<file path="src/rtl/buffer_pkg.sv">
// rtl/buffer_pkg.sv - shared constants, width helpers and address type for the router input buffer
package buffer_pkg;

  // Default number of buffer entries.
  localparam int BUF_DEPTH = 5;

  // Pointer width for a depth; never narrower than one bit.
  function automatic int calc_addr_w(input int depth);
    return (depth > 1) ? $clog2(depth) : 1;
  endfunction

  // Occupancy width: must hold the value depth itself (completely full).
  function automatic int calc_cnt_w(input int depth);
    return $clog2(depth + 1);
  endfunction

  localparam int BUF_ADDR_W = calc_addr_w(BUF_DEPTH);

  // Slot address for the default-depth buffer RAM and its pointer controller.
  typedef logic [BUF_ADDR_W-1:0] buf_addr_t;

endpackage

</file>
<file path="src/rtl/wrap_counter.sv">
// rtl/wrap_counter.sv - modulo-(MAX+1) pointer that wraps from MAX back to 0
// Ports:
//   clk   - clock, all state on rising edge
//   reset - synchronous active-low clear
//   inc   - advance by one (wrapping) when high
//   value - current registered pointer value
module wrap_counter #(
  parameter int MAX   = 4,
  parameter int WIDTH = 3
) (
  input  logic             clk,
  input  logic             reset,
  input  logic             inc,
  output logic [WIDTH-1:0] value
);

  localparam logic [WIDTH-1:0] MAX_V = WIDTH'(MAX);

  // Explicit compare against MAX so non-power-of-two depths wrap correctly.
  always_ff @(posedge clk) begin
    if (!reset) begin
      value <= '0;
    end else if (inc) begin
      value <= (value == MAX_V) ? '0 : value + WIDTH'(1);
    end
  end

endmodule

</file>
<file path="src/rtl/buffer_ptr_ctrl.sv">
// rtl/buffer_ptr_ctrl.sv - read/write pointer, occupancy and error-flag controller for the input buffer
// Optional feature macro: BUFFER_PTR_ALMOST_FULL_EN (adds almost_full_o).
// Ports:
//   clk           - clock, all state on rising edge
//   reset         - synchronous active-low reset
//   wr_inc_i      - write request
//   rd_inc_i      - read request
//   wr_addr_o     - slot for the write happening this cycle
//   rd_addr_o     - slot for the read happening this cycle
//   count_o       - occupancy 0..DEPTH
//   full_o        - count_o == DEPTH
//   empty_o       - count_o == 0
//   ovf_err_o     - sticky, a write was rejected
//   udf_err_o     - sticky, a read was rejected
//   almost_full_o - count_o >= AF_LEVEL (macro builds only)
module buffer_ptr_ctrl
  import buffer_pkg::*;
#(
  parameter int DEPTH    = BUF_DEPTH,
  parameter int ADDR_W   = calc_addr_w(DEPTH),
  parameter int CNT_W    = calc_cnt_w(DEPTH),
  parameter int AF_LEVEL = DEPTH - 1
) (
  input  logic              clk,
  input  logic              reset,
  input  logic              wr_inc_i,
  input  logic              rd_inc_i,
  output logic [ADDR_W-1:0] wr_addr_o,
  output logic [ADDR_W-1:0] rd_addr_o,
  output logic [CNT_W-1:0]  count_o,
  output logic              full_o,
  output logic              empty_o,
  output logic              ovf_err_o,
`ifdef BUFFER_PTR_ALMOST_FULL_EN
  output logic              udf_err_o,
  output logic              almost_full_o
`else
  output logic              udf_err_o
`endif
);

  localparam logic [CNT_W-1:0] DEPTH_C = CNT_W'(DEPTH);

  logic [CNT_W-1:0] count_q;
  logic             rd_acc;
  logic             wr_acc;

  assign count_o = count_q;
  assign full_o  = (count_q == DEPTH_C);
  assign empty_o = (count_q == '0);

  // A read never bypasses an empty buffer; a write into a full buffer is
  // allowed only when a read frees a slot in the same cycle.
  assign rd_acc = rd_inc_i & ~empty_o;
  assign wr_acc = wr_inc_i & (~full_o | rd_acc);

  wrap_counter #(
    .MAX   (DEPTH - 1),
    .WIDTH (ADDR_W)
  ) u_wr_ptr (
    .clk   (clk),
    .reset (reset),
    .inc   (wr_acc),
    .value (wr_addr_o)
  );

  wrap_counter #(
    .MAX   (DEPTH - 1),
    .WIDTH (ADDR_W)
  ) u_rd_ptr (
    .clk   (clk),
    .reset (reset),
    .inc   (rd_acc),
    .value (rd_addr_o)
  );

  always_ff @(posedge clk) begin
    if (!reset) begin
      count_q   <= '0;
      ovf_err_o <= 1'b0;
      udf_err_o <= 1'b0;
    end else begin
      if (wr_acc && !rd_acc) begin
        count_q <= count_q + CNT_W'(1);
      end else if (rd_acc && !wr_acc) begin
        count_q <= count_q - CNT_W'(1);
      end
      if (wr_inc_i && !wr_acc) begin
        ovf_err_o <= 1'b1;
      end
      if (rd_inc_i && !rd_acc) begin
        udf_err_o <= 1'b1;
      end
    end
  end

`ifdef BUFFER_PTR_ALMOST_FULL_EN
  assign almost_full_o = (count_q >= CNT_W'(AF_LEVEL));
`else
  // AF_LEVEL has no effect here; the empty block only keeps the parameter
  // referenced so both builds share one parameter list.
  if (AF_LEVEL < 0) begin : g_af_level_unused
  end
`endif

endmodule
</file>
<file path="config.mk">
export PLATFORM = sky130hd
export DESIGN_NAME = buffer_ptr_ctrl
export DESIGN_NICKNAME = d
export VERILOG_FILES = /design/src/rtl/buffer_pkg.sv /design/src/rtl/wrap_counter.sv /design/src/rtl/buffer_ptr_ctrl.sv
export SDC_FILE = /design/constraint.sdc
export NUM_CORES = 1
export LEC_CHECK = 0
export BUFFER_PORTS_ARGS = -buffer_cell sky130_fd_sc_hd__buf_2
export CORE_AREA = 3 3 40 42
export CTS_CLUSTER_SIZE = 40
export DETAILED_ROUTE_END_ITERATION = 8
export DIE_AREA = 0 0 43 45
export HOLD_SLACK_MARGIN = 0.15
export PLACE_DENSITY = 0.72
export SLEW_MARGIN = 20
export SYNTH_ARGS = -nofsm -noshare
export SYNTH_HDL_FRONTEND = slang
export SYNTH_HIERARCHICAL = 1
export SYNTH_SLANG_ARGS = --single-unit
</file>
<file path="constraint.sdc">
create_clock -name clk -period 5.6 [get_ports clk]
set_clock_uncertainty 0.1 [all_clocks]
set_input_delay 0.84 -clock clk [delete_from_list [all_inputs] [get_ports clk]]
set_output_delay 0.84 -clock clk [all_outputs]
set_load 0.05 [all_outputs]
</file>
# --- Word-level counts from Yosys, hierarchy flattened ---
# Cells that the tools add are included.
totals:
  elab_cells: 29
  inputBits: 4
  register_bits: 11
  output_inout_bits: 13
classes:
  bitwise: 5
  mux: 4
  addsub: 4
  n_reduce_logical: 8
  n_eq_ne: 3
ops:
  columns: ["cell", "count"]
  rows:
  - ["$mux 3", 4]
  - ["$add 3x1->3 const B", 3]
  - ["$eq 3x3->1 const B", 3]
  - ["$logic_and 1x1->1", 4]
  - ["$logic_not 3->1", 1]
  - ["$sub 3x1->3 const B", 1]
  - ["$and 1x1->1", 2]
  - ["$logic_not 1->1", 2]
  - ["$not 1->1", 2]
  - ["$reduce_bool 2->1", 1]
  - ["$or 1x1->1", 1]

# --- Longest topological paths before layout ---
depth:
  depth_word: 9
  ltp_mapped: 8
  depth_no_buf: 8

# --- Cells and area by module ---
# Netlist, hierarchy kept.
by_module_without_submodules:
  columns: ["mod", "seq_area_each_um2", "cells_each", "instances", "area_per_inst_um2"]
  rows:
  - ["wrap_counter", 60.1, 17, 2, 155.1]
  - ["buffer_ptr_ctrl", 100.1, 27, 1, 259.0]

# --- Worst setup path after synthesis ---
# OpenSTA, ideal clock, no wires.
synth_timing:
  path_type: "register to register"
  from: "register count_q[0] (netlist: count_o[0])"
  to: "register count_q[2] (netlist: count_o[2])"
  slack_ns: 2.264
  t_required_ns: 5.430
  path_stages_with_launch: 9
  arrival_ns: 3.166
  setup_time_ns: 0.070
  period_less_slack_ns: 3.336
  n_path_buf: 0
  cell_sequence: "dfxtp_1 > nor3_1 > nand2b_1 > ha_1 > inv_1 > fa_1 > xor2_1 > or3_1 > a21boi_1"
synth_between:
  elab_chain_len: 8
  word_cells_on_any_way: 16
  classes_between: "add/sub: 2; eq/ne: 1; mux: 2; bitwise: 5; reduce/logical: 6"
synth_lines:
  columns: ["item", "line", "text"]
  rows:
  - ["start, declared", "buffer_ptr_ctrl.sv:44", "logic [CNT_W-1:0] count_q;"]
  - ["start signal, assigned", "buffer_ptr_ctrl.sv:84", "count_q <= count_q + CNT_W'(1);"]
  - ["start signal, assigned", "buffer_ptr_ctrl.sv:86", "count_q <= count_q - CNT_W'(1);"]
  - ["$logic_not 3->1 (*)", "buffer_ptr_ctrl.sv:50", "assign empty_o = (count_q == '0);"]
  - ["named net empty_o", "buffer_ptr_ctrl.sv:32", "output logic empty_o,"]
  - ["$not 1->1 (*)", "buffer_ptr_ctrl.sv:54", "assign rd_acc = rd_inc_i & ~empty_o;"]
  - ["$and 1x1->1 (*)", "buffer_ptr_ctrl.sv:54", null]
  - ["$or 1x1->1", "buffer_ptr_ctrl.sv:55", "assign wr_acc = wr_inc_i & (~full_o | rd_acc);"]
  - ["$and 1x1->1", "buffer_ptr_ctrl.sv:55", null]
  - ["$logic_not 1->1", "buffer_ptr_ctrl.sv:85", "end else if (rd_acc && !wr_acc) begin"]
  - ["$logic_and 1x1->1", "buffer_ptr_ctrl.sv:85", null]
  - ["$reduce_bool 2->1 (no line)", null, null]
# The timed path passes the listed nets; every way through them passes the cells marked *. The select of a mux whose other input is x is not followed.
# A chain may end at the register's enable or synchronous reset.

# --- Worst setup path after layout ---
layout_timing:
  from: "input rd_inc_i"
  to: "register count_q[2] (netlist: count_o[2])"
layout_between:
  elab_chain_len: 6
  word_cells_on_any_way: 9
  classes_between: "mux: 1; bitwise: 3; reduce/logical: 5"
layout_lines:
  columns: ["item", "line", "text"]
  rows:
  - ["start, declared", "buffer_ptr_ctrl.sv:27", "input logic rd_inc_i,"]
  - ["$and 1x1->1 (*)", "buffer_ptr_ctrl.sv:54", null]
  - ["$or 1x1->1 (*)", "buffer_ptr_ctrl.sv:55", null]
  - ["$and 1x1->1 (*)", "buffer_ptr_ctrl.sv:55", null]
  - ["named net wr_acc", "buffer_ptr_ctrl.sv:46", "logic wr_acc;"]
  - ["$logic_not 1->1", "buffer_ptr_ctrl.sv:85", null]
  - ["$logic_and 1x1->1", "buffer_ptr_ctrl.sv:85", null]
  - ["$reduce_bool 2->1 (no line)", null, null]
# The timed path passes the listed nets; every way through them passes the cells marked *.

==> impl_metrics.tcl <==
set metrics [dict create \
    outcome "complete, no violations" \
    gp_congestion 0.711 \
    clock_sinks 11 \
    synthMuxAreaShare 0.0176 \
    fin_hold_ws_ns 0.396 \
    n_antenna_cell 0 \
    wl_per_cell_um 10.5 \
    crit_type "in2reg" \
    internal-power_mw 0.182 \
    cts_tree "yes" \
    grt.total_usage 0.130 \
    synth_fa_ha_area_frac 0.145 \
    clk_pin_slew_ns 0.07 \
    cts_setup_buffers 0 \
    ir_drop_mv 0.214 \
    insertion_delay_ns 0.26 \
    vias 463 \
    rows 13 \
    netlist_area_sq_um 569 \
    synth_top_family_by_area "simple AND/OR/NAND/NOR gates" \
    cts_resized 0 \
    syn_nets 71 \
    final_util 0.540 \
    synth_cells 61 \
    ys_types 21 \
    die-height_um 45 \
    drive_gt1_frac 0.247 \
    switchingPower_mw 0.178 \
    swShare 0.494 \
    htreeDepth 1 \
    ant_nets 0 \
    drc 0 \
    drtPass1Iterations 4 \
    io_pins 17 \
    viasPerCell 4.82 \
    dieArea_sq_um 1940 \
    min_path_type "reg2reg" \
    root_buffer "clkbuf_4" \
    period_share 0.483 \
    power_density_nw_per_um2 518 \
    coreArea_sq_um 1280 \
    fin_nets 92 \
    hold_buffers 0 \
    io_buffers 16 \
    fin_setup_tns_ns 0 \
    critPathRequiredTime_ns 5.70 \
    dp.final_hpwl_um 793 \
    grt_pass1_wl_um 1830 \
    pwr-share-comb 0.529 \
    synth_compound_area_frac 0.136 \
    synth_simple_gate_area_frac 0.244 \
    grt-ovfl-total 0 \
    grt_setup_unrepaired "false" \
    cts_buffer_depth 2 \
    ys_ff_latch 11 \
    synthToLayoutAreaGrowth_pct 22.0 \
    tightest_slew_ns 0.401 \
    final_cell_mix "16 x buf_2, 11 x dfxtp_1, 6 x inv_1" \
    min_period_ns 2.70 \
    hold_viol 0 \
    cts_buffers 3 \
    syn_area_per_cell_sq_um 9.33 \
    synth_xor_xnor_area_share 0.0308 \
    worstSetupEndpointType "flip-flop" \
    grt_antenna_before_repair 0 \
    layout_commonest_cell "buf_2" \
    grt_pass1_vias 421 \
    start_kind "input port" \
    worstPathArrival_ns 2.80 \
    drtIter0Drc 7 \
    die_w_um 43 \
    ys_seq_area_frac 0.387 \
    worst-path-max-fanout 7 \
    clock_power_share 0.147 \
    p_seq_frac 0.324 \
    setup_viol 0 \
    slew_headroom 0.732 \
    start_util 0.443 \
    yosysWarnings 6 \
    cap_violations 0 \
    grt_max_degree 12 \
    leakage_nw 0.335 \
    fmax_mhz 370 \
    final_max_slew_viol_count 0 \
    wl_um 1010 \
]
## stage by stage
stage | setup WS [ns] | instances | cell area [sq um] | power [mW]
6_report | 2.90 | 96 | 694 | 0.360
4_1_cts | 2.90 | 96 | 694 | 0.366
2_1_floorplan | 2.26 | 61 | 569 | 0.270
5_1_grt | 2.74 | 96 | 694 | 0.389
3_5_place_dp | 2.63 | 92 | 668 | 0.312
3_3_place_gp | 2.65 | 92 | 668 | 0.306
## layout make-up
cell class	instances	area (sq um)
flip-flops and latches	11	220
multi-input cells	44	327
inverters	6	22.5
fillers	128	591
clock buffers	4	26.3
well taps	15	18.8
repair buffers	16	80.1
## cells by family after synthesis
group	Yosys count
AOI/OAI and AO/OA	12
xor gates and xnor gates	2
adders and majority gates	6
buffers and inverters	6
DFF	11
muxes	1
and+or+nand+nor	23
## state kept, by name, summed over array words and instances, names as in the netlist
name and flops:
u_wr_ptr/value 3, udf_err_o 1, count_o 3, ovf_err_o 1
u_rd_ptr/value 3
## layer usage
layer  up-vias  routed length (um)  GRT usage
li1        249                   -          -
met1       202                 494      0.170
met2        10                 441      0.186
met3         2                  65     0.0478
met4         0                   9     0.0723
met5         -                   0          0
## final timing paths
check / startpoint / to / slack [ns] / depth (start not counted)
max: rd_inc_i / count_o[2] / 2.90 / 9
min: ovf_err_o / ovf_err_o / 0.40 / 2
max reg2reg: count_o[1] / count_o[2] / 3.10 / 8
min reg2reg: ovf_err_o / ovf_err_o / 0.40 / 2
## power by group through the flow
stage | sequential (mW) | clock [mW] | combinational [mW]
3_5_place_dp | 0.119 | 0 | 0.192
2_1_floorplan | 0.174 | 0 | 0.0969
4_1_cts | 0.118 | 0.0553 | 0.193
3_3_place_gp | 0.118 | 0 | 0.187
6_report | 0.117 | 0.0527 | 0.190
5_1_grt | 0.122 | 0.0599 | 0.206
## worst max-delay path, stage by stage
cell,delay (ns)
buf_2,0.09
and4bb_2,0.24
nor2b_1,0.34
ha_1,0.27
inv_1,0.06
fa_1,0.37
xor2_1,0.16
or3_1,0.30
a21boi_1,0.13
## Yosys cell counts, drive strengths merged
cell | number | share of area
nand2 | 3 | 0.020
and4bb | 1 | 0.022
inv | 6 | 0.040
fa | 1 | 0.035
nand2b | 5 | 0.055
o21ai | 1 | 0.0088
mux2i | 1 | 0.018
ha | 5 | 0.11
nor2 | 1 | 0.0066
a21oi | 4 | 0.035
and3b | 2 | 0.031
o211ai | 2 | 0.026
nor3 | 1 | 0.0088
dfxtp | 11 | 0.39
xnor2 | 1 | 0.015
a21boi | 5 | 0.066
or3 | 1 | 0.011
xor2 | 1 | 0.015
and2 | 1 | 0.011
nor2b | 4 | 0.044
nand3 | 4 | 0.035
(Power assumes the default switching activity.)
